`config.mk`:
```
export PLATFORM = sky130hd
export DESIGN_NAME = cmd_master
export DESIGN_NICKNAME = d
export VERILOG_FILES = /design/src/rtl/cmd_master_pkg.sv /design/src/rtl/cmd_frame_mux.sv /design/src/rtl/cmd_master.sv
export SDC_FILE = /design/constraint.sdc
export NUM_CORES = 1
export LEC_CHECK = 0
export CAP_MARGIN = 0
export CORE_AREA = 2 2 114 72
export DETAILED_ROUTE_END_ITERATION = 10
export DIE_AREA = 0 0 116 74
export PLACE_DENSITY = 0.72
export REMOVE_ABC_BUFFERS = 1
export SYNTH_ARGS = -nofsm -noshare
export SYNTH_HDL_FRONTEND = slang
export SYNTH_SLANG_ARGS = --single-unit
```
`constraint.sdc`:
```
create_clock -name CLK -period 2.6 [get_ports CLK]
set_input_delay 0.26 -clock CLK [delete_from_list [all_inputs] [get_ports CLK]]
set_output_delay 0.26 -clock CLK [all_outputs]
set_load 0.005 [all_outputs]
```
`src/rtl/cmd_master_pkg.sv`:
```
// cmd_master_pkg: shared definitions for the command master.
//   - frame opcode bytes for each command type
//   - the Cmd_type encoding (cmd_type_e)
//   - the controller FSM state encoding (state_e)
//   - resp_bytes(): number of response bytes a command expects
package cmd_master_pkg;

  localparam logic [7:0] OP_WRITE   = 8'hAA;
  localparam logic [7:0] OP_READ    = 8'hBB;
  localparam logic [7:0] OP_ALU_OP  = 8'hCC;
  localparam logic [7:0] OP_ALU_NOP = 8'hDD;

  typedef enum logic [1:0] {
    CMD_WRITE   = 2'd0,
    CMD_READ    = 2'd1,
    CMD_ALU_OP  = 2'd2,
    CMD_ALU_NOP = 2'd3
  } cmd_type_e;

  typedef enum logic [1:0] {
    ST_IDLE      = 2'd0,
    ST_SEND      = 2'd1,
    ST_WAIT_RESP = 2'd2,
    ST_DONE      = 2'd3
  } state_e;

  // WRITE expects nothing, READ one byte, both ALU commands two bytes.
  function automatic logic [1:0] resp_bytes(input cmd_type_e t);
    case (t)
      CMD_WRITE: resp_bytes = 2'd0;
      CMD_READ:  resp_bytes = 2'd1;
      default:   resp_bytes = 2'd2;
    endcase
  endfunction

endpackage

```
`src/rtl/cmd_frame_mux.sv`:
```
// cmd_frame_mux: selects the outgoing frame byte for a registered command.
// Ports:
//   cmd_type_i         command type of the frame being sent
//   addr_i, fun_i      4-bit fields, zero-extended into a byte
//   data_i, a_i, b_i   operand bytes
//   idx_i              byte position within the frame
//   byte_o             byte to place on the transmit stream
//   last_o             high when idx_i is the final byte of the frame
module cmd_frame_mux
  import cmd_master_pkg::*;
#(
  parameter int width = 8
) (
  input  cmd_type_e          cmd_type_i,
  input  logic [3:0]         addr_i,
  input  logic [width-1:0]   data_i,
  input  logic [width-1:0]   a_i,
  input  logic [width-1:0]   b_i,
  input  logic [3:0]         fun_i,
  input  logic [1:0]         idx_i,
  output logic [width-1:0]   byte_o,
  output logic               last_o
);

  always_comb begin
    // NOTE: outputs get a default before the case so no path infers a latch.
    byte_o = '0;
    last_o = 1'b0;
    case (cmd_type_i)
      CMD_WRITE: begin
        case (idx_i)
          2'd0:    byte_o = width'(OP_WRITE);
          2'd1:    byte_o = width'(addr_i);
          default: begin
            byte_o = data_i;
            last_o = 1'b1;
          end
        endcase
      end
      CMD_READ: begin
        if (idx_i == 2'd0) begin
          byte_o = width'(OP_READ);
        end else begin
          byte_o = width'(addr_i);
          last_o = 1'b1;
        end
      end
      CMD_ALU_OP: begin
        case (idx_i)
          2'd0:    byte_o = width'(OP_ALU_OP);
          2'd1:    byte_o = a_i;
          2'd2:    byte_o = b_i;
          default: begin
            byte_o = width'(fun_i);
            last_o = 1'b1;
          end
        endcase
      end
      default: begin
        if (idx_i == 2'd0) begin
          byte_o = width'(OP_ALU_NOP);
        end else begin
          byte_o = width'(fun_i);
          last_o = 1'b1;
        end
      end
    endcase
  end

endmodule

```
`src/rtl/cmd_master.sv`:
```
// cmd_master: turns a command request into a UART byte frame, then collects
// the response bytes and reports them as one Resp_data word.
// Ports:
//   CLK, Reset                  clock, asynchronous active-low reset
//   Cmd_valid/Cmd_ready         command handshake (ready only when idle)
//   Cmd_type/addr/data/A/B/fun  command fields, captured on acceptance
//   Tx_Data/Tx_valid/Tx_ready   outgoing byte stream (valid/ready)
//   Rx_Data/Rx_valid            incoming response bytes (one-cycle pulses)
//   Resp_data/Resp_valid        assembled response, one-cycle pulse
//   Resp_timeout                one-cycle pulse when a response never came
// Build option: define CMD_MASTER_TIMEOUT_EN to enable the response timeout
// counter (TIMEOUT cycles); otherwise WAIT_RESP waits indefinitely.
module cmd_master
  import cmd_master_pkg::*;
#(
  parameter int width   = 8,
  parameter int TIMEOUT = 4096
) (
  input  logic               CLK,
  input  logic               Reset,
  input  logic               Cmd_valid,
  output logic               Cmd_ready,
  input  logic [1:0]         Cmd_type,
  input  logic [3:0]         Cmd_addr,
  input  logic [width-1:0]   Cmd_data,
  input  logic [width-1:0]   Cmd_A,
  input  logic [width-1:0]   Cmd_B,
  input  logic [3:0]         Cmd_fun,
  output logic [width-1:0]   Tx_Data,
  output logic               Tx_valid,
  input  logic               Tx_ready,
  input  logic [width-1:0]   Rx_Data,
  input  logic               Rx_valid,
  output logic [2*width-1:0] Resp_data,
  output logic               Resp_valid,
  output logic               Resp_timeout
);

  if (width != 8) begin : g_width_chk
    $error("cmd_master: width must be 8 for frame compatibility");
  end
  if (TIMEOUT < 2) begin : g_timeout_chk
    $error("cmd_master: TIMEOUT must be at least 2");
  end

  state_e             state_q, state_d;
  cmd_type_e          cmd_type_q, cmd_type_d;
  logic [3:0]         addr_q, addr_d;
  logic [width-1:0]   data_q, data_d;
  logic [width-1:0]   a_q, a_d;
  logic [width-1:0]   b_q, b_d;
  logic [3:0]         fun_q, fun_d;
  // Shared index: frame byte position in SEND, response byte count in WAIT_RESP.
  logic [1:0]         idx_q, idx_d;
  logic [width-1:0]   byte0_q, byte0_d;
  logic [2*width-1:0] resp_data_q, resp_data_d;
  // Registered so it stays low throughout reset and rises on the first edge after.
  logic               cmd_ready_q, cmd_ready_d;

  logic [width-1:0]   frame_byte;
  logic               frame_last;

`ifdef CMD_MASTER_TIMEOUT_EN
  localparam int TW = $clog2(TIMEOUT);
  localparam logic [TW-1:0] TMO_LAST = TW'(TIMEOUT - 1);
  logic [TW-1:0]      tmo_cnt_q, tmo_cnt_d;
  logic               resp_timeout_c;
`endif

  cmd_frame_mux #(.width(width)) u_frame_mux (
    .cmd_type_i (cmd_type_q),
    .addr_i     (addr_q),
    .data_i     (data_q),
    .a_i        (a_q),
    .b_i        (b_q),
    .fun_i      (fun_q),
    .idx_i      (idx_q),
    .byte_o     (frame_byte),
    .last_o     (frame_last)
  );

  always_comb begin
    state_d     = state_q;
    cmd_type_d  = cmd_type_q;
    addr_d      = addr_q;
    data_d      = data_q;
    a_d         = a_q;
    b_d         = b_q;
    fun_d       = fun_q;
    idx_d       = idx_q;
    byte0_d     = byte0_q;
    resp_data_d = resp_data_q;
`ifdef CMD_MASTER_TIMEOUT_EN
    tmo_cnt_d      = tmo_cnt_q;
    resp_timeout_c = 1'b0;
`endif

    case (state_q)
      ST_IDLE: begin
        if (Cmd_valid && cmd_ready_q) begin
          cmd_type_d = cmd_type_e'(Cmd_type);
          addr_d     = Cmd_addr;
          data_d     = Cmd_data;
          a_d        = Cmd_A;
          b_d        = Cmd_B;
          fun_d      = Cmd_fun;
          idx_d      = '0;
          state_d    = ST_SEND;
        end
      end

      ST_SEND: begin
        if (Tx_ready) begin
          if (frame_last) begin
            idx_d = '0;
            if (cmd_type_q == CMD_WRITE) begin
              resp_data_d = '0;
              state_d     = ST_DONE;
            end else begin
              state_d = ST_WAIT_RESP;
`ifdef CMD_MASTER_TIMEOUT_EN
              tmo_cnt_d = '0;
`endif
            end
          end else begin
            idx_d = idx_q + 2'd1;
          end
        end
      end

      ST_WAIT_RESP: begin
        // A byte arriving in the terminal timeout cycle wins over the timeout.
        if (Rx_valid) begin
`ifdef CMD_MASTER_TIMEOUT_EN
          tmo_cnt_d = '0;
`endif
          if (idx_q == resp_bytes(cmd_type_q) - 2'd1) begin
            idx_d   = '0;
            state_d = ST_DONE;
            if (cmd_type_q == CMD_READ) begin
              resp_data_d = {{width{1'b0}}, Rx_Data};
            end else begin
              resp_data_d = {Rx_Data, byte0_q};
            end
          end else begin
            byte0_d = Rx_Data;
            idx_d   = idx_q + 2'd1;
          end
        end
`ifdef CMD_MASTER_TIMEOUT_EN
        else if (tmo_cnt_q == TMO_LAST) begin
          resp_timeout_c = 1'b1;
          idx_d          = '0;
          state_d        = ST_IDLE;
        end else begin
          tmo_cnt_d = tmo_cnt_q + 1'b1;
        end
`endif
      end

      default: begin
        state_d = ST_IDLE;
      end
    endcase

    cmd_ready_d = (state_d == ST_IDLE);
  end

  always_ff @(posedge CLK or negedge Reset) begin
    if (!Reset) begin
      state_q     <= ST_IDLE;
      cmd_type_q  <= CMD_WRITE;
      addr_q      <= '0;
      data_q      <= '0;
      a_q         <= '0;
      b_q         <= '0;
      fun_q       <= '0;
      idx_q       <= '0;
      byte0_q     <= '0;
      resp_data_q <= '0;
      cmd_ready_q <= 1'b0;
    end else begin
      // NOTE: non-blocking assignments only, so every flop samples pre-edge values.
      state_q     <= state_d;
      cmd_type_q  <= cmd_type_d;
      addr_q      <= addr_d;
      data_q      <= data_d;
      a_q         <= a_d;
      b_q         <= b_d;
      fun_q       <= fun_d;
      idx_q       <= idx_d;
      byte0_q     <= byte0_d;
      resp_data_q <= resp_data_d;
      cmd_ready_q <= cmd_ready_d;
    end
  end

`ifdef CMD_MASTER_TIMEOUT_EN
  always_ff @(posedge CLK or negedge Reset) begin
    if (!Reset) begin
      tmo_cnt_q <= '0;
    end else begin
      tmo_cnt_q <= tmo_cnt_d;
    end
  end
  assign Resp_timeout = resp_timeout_c;
`else
  assign Resp_timeout = 1'b0;
`endif

  assign Cmd_ready  = cmd_ready_q;
  assign Tx_valid   = (state_q == ST_SEND);
  assign Tx_Data    = (state_q == ST_SEND) ? frame_byte : '0;
  assign Resp_valid = (state_q == ST_DONE);
  assign Resp_data  = resp_data_q;

endmodule

```
==> results.md <==
- Worst Path Arrival: ~2.3 ns
- Unrepaired setup endpoints after global routing: true
- Post-synth EDFFs: 0
- Final Hold Fails: 0
- Vias: 2535
- Clk slew on worst S/H paths: approximately 0.060 ns
- Largest cells by area after synthesis: dfrtp_1 (48%), mux2_2 (17%), mux2_4 (4.5%)
- Sum Neg Setup Slack: 0 ns
- Cell taking the most area after synthesis: dfrtp_1
- VDD IR max: between 0.4 and 0.5 mV
- Worst-margin pin slew: 0.805 ns
- Max_cap viols: 0
- Final Slew Violations: 0
- Clock Latency Late Sink: ~0.33 ns
- Port buffer count: 73
- Mean Syn Cell Area: about 12 sq um
- Starting DRT DRC Count: 146
- WL final: slightly below 8000 um
- Ys flop type: dfrtp_1
- Setup WS pre-CTS: approximately 0.12 ns
- Synth cell types: 48
- Largest net degree at the start of global routing: 36
- Synth warnings: 0
- Hold Crit Class: input port to asynchronous set/reset pin
- CTS root buf: clkbuf_16
- CTS tree: built
- Top-level port count: 75
- Final WS setup: 0.0606 ns
- Number of routed nets with antenna violations: 0
- Residual DRC: 0
- Fraction of registers with async set/reset: 1.00
- Die height: around 74 um
- # H-tree levels: 3
- # diodes: 0
- Min Hold Slack: ~0.024 ns
- CTS Sinks: 63
- Initial Utilization: 0.437
- Synthesized flop and latch total: 63
- Critical Path RT: about 2.3 ns
- Status: complete, no violations
- R2R Setup Slk: 0.40 ns
- Row count: 25
- Synth top area share: 0.476
- Slew Limit Headroom: 0.463
- Post-Syn Instances: approximately 280
- Worst r2r path cells: 5
- Nets: 417
- Overflow after GRT: 0
- Final setup viols: 0
- Max Freq: between 300 and 400 MHz
- Vias in the first global route: roughly 2400
- Seq/Total Area, Yosys: 0.476
- Layout cells sized above 1: 0.317
- Crit Reg-Reg Endpoint: Resp_data[0]
- Crit. End Element: output pin
- R2R Path Start: cmd_type_q[0]
- Worst Setup EP: Tx_Data[2]
- Vias per cell: 5.35
- Area grow syn2layout: 39.1%
- Antenna violations before repair: 0
- CTS buffer count: 9
- Fin Clk Skew: 0.00721 ns
- First-pass GRT wire length: approximately 12000 um
- Final HPWL DP: 5520 um
- Pwr/cell area: 1110 mW/mm^2
- CP Launch Point: idx_q[1]
- Die area: 0.00858 sq mm
- Area of the core: 0.00757 sq mm
- Fillers: 660
- CTS max path bufs: 2
- Wire per inst: between 15 and 20 um
- Total power draw: about 5 mW
- GPL Wtd Cong: approximately 0.84
- Period utilization: 0.977
- Synthesized cell area: 0.00331 sq mm
- CP startpoint kind: register
- Die X: 116 um
- Worst-path maximum fanout: 5
- Detailed-router iteration count before antenna repair: 4
- Global-route usage over all layers: 0.190
- Leak pwr: 1.99 nW
- Crit path time final: around 2.5 ns
- Critical path class: register to output pin
-- report_power, final --
group	switching (mW)	internal, mW	total (mW)
registers	0.341	1.39	1.73
clock network	0.445	0.673	1.12
logic	0.987	1.26	2.25
total	1.77	3.32	5.09
-- synthesized netlist by cell type, types with 2 or more instances --
master	n
dfrtp_1	63
mux2_2	49
nand2_1	19
clkbuf_1	10
mux2_4	10
nor2_1	10
a21boi_0	9
a21oi_1	9
and3_1	9
ha_1	9
inv_1	9
nor2b_1	6
a22oi_1	5
nand3_1	5
a221oi_1	4
nor3_1	4
o21ai_0	4
a22o_1	3
mux2i_1	3
nand2b_1	3
a2111oi_0	2
and3b_1	2
buf_1	2
buf_2	2
buf_4	2
o22ai_1	2
-- layer usage --
| layer | GRT usage | up-vias | wire (um) |
|---|---|---|---|
| li1 | - | 1190 | - |
| met1 | 0.286 | 1247 | 3860 |
| met2 | 0.267 | 91 | 3320 |
| met3 | 0.0595 | 7 | 551 |
| met4 | 0.0489 | 0 | 72 |
| met5 | 0 | - | 0 |
-- layout by cell type (no fill, tap or decap), drive strengths merged, types with 2 or more instances in the layout --
| master | synthesis | final |
|---|---|---|
| a2111oi | 2 | 2 |
| a211oi | 2 | 2 |
| a21boi | 9 | 9 |
| a21oi | 9 | 9 |
| a221oi | 5 | 5 |
| a22o | 3 | 3 |
| a22oi | 5 | 5 |
| and3 | 9 | 9 |
| and3b | 2 | 2 |
| buf | 7 | 17 |
| clkbuf | 10 | 11 |
| clkdlybuf4s50 | 0 | 70 |
| clkinv | 0 | 2 |
| clkinvlp | 0 | 3 |
| dfrtp | 63 | 63 |
| dlymetal6s2s | 0 | 2 |
| ha | 9 | 9 |
| inv | 9 | 10 |
| mux2 | 59 | 59 |
| mux2i | 3 | 3 |
| nand2 | 19 | 19 |
| nand2b | 3 | 3 |
| nand3 | 5 | 5 |
| nor2 | 10 | 10 |
| nor2b | 6 | 6 |
| nor3 | 4 | 4 |
| o21ai | 4 | 4 |
| o22ai | 2 | 2 |
| o311ai | 2 | 2 |
-- worst max-delay path, stage by stage (launching register included) --
cell and delay, ns:
dfrtp_2 0.41, inv_2 0.09, ha_4 0.19, clkbuf_2 0.16
nor2_2 0.17, a22o_1 0.16, a22oi_2 0.07, a21oi_1 0.18
clkdlybuf4s50_1 0.52
-- logic make-up (layout without fill, tap and decap cells) --
group / Yosys count / after routing / share of synthesized area
AO/OA/AOI/OAI: 55 / 55 / 0.132
buffers and inverters: 26 / 115 / 0.0359
AND/OR/NAND/NOR: 61 / 61 / 0.0991
flip-flops: 63 / 63 / 0.476
multiplexers: 62 / 62 / 0.221
adder cells (fa/ha/maj): 9 / 9 / 0.0340
other: 1 / 1 / 0.00113
-- how the worst min path moves through the flow --
stage           from             to  cells after the start
6_report       Reset   Resp_data[7]                      1
5_1_grt        Reset   Resp_data[7]                      1
4_1_cts        Reset  Resp_data[12]                      1
3_5_place_dp   Reset   Resp_data[7]                      1
3_3_place_gp   Reset   Resp_data[7]                      1
2_1_floorplan  Reset      Cmd_ready                      0
-- state kept, by name (all words and copies together) (netlist names) --
register and count:
byte0_q 8, addr_q 4, idx_q 2, state_q 2, Resp_data 16, b_q 8
data_q 8, cmd_type_q 2, fun_q 4, Cmd_ready 1, a_q 8
-- per-stage QoR --
stage          std cells  utilization  cell area, sq um
5_1_grt              474        0.608              4600
6_report             474        0.608              4600
3_3_place_gp         451        0.551              4170
4_1_cts              467        0.595              4500
2_1_floorplan        260            -              3220
3_5_place_dp         451        0.551              4170
-- area by class of cell --
type	instances	area (sq um)	share of cell area
Timing Repair Buffer	90	881	0.191
Clock buffer	10	239	0.0519
Clock inverter	6	45.0	0.00979
Tap cell	108	135	0.0294
Inverter	9	33.8	0.00734
Multi-Input combinational cell	188	1690	0.367
Sequential cell	63	1580	0.343
-- what timing repair did --
action / in CTS / in global routing
cloned: 0 / 0
pin swaps: 0 / 2
hold buffers: 0 / 0
resized for setup: 13 / 11
setup endpoints to repair: 8 / 8
buffers inserted: 0 / 7
Power figures use the tool's default switching activity.
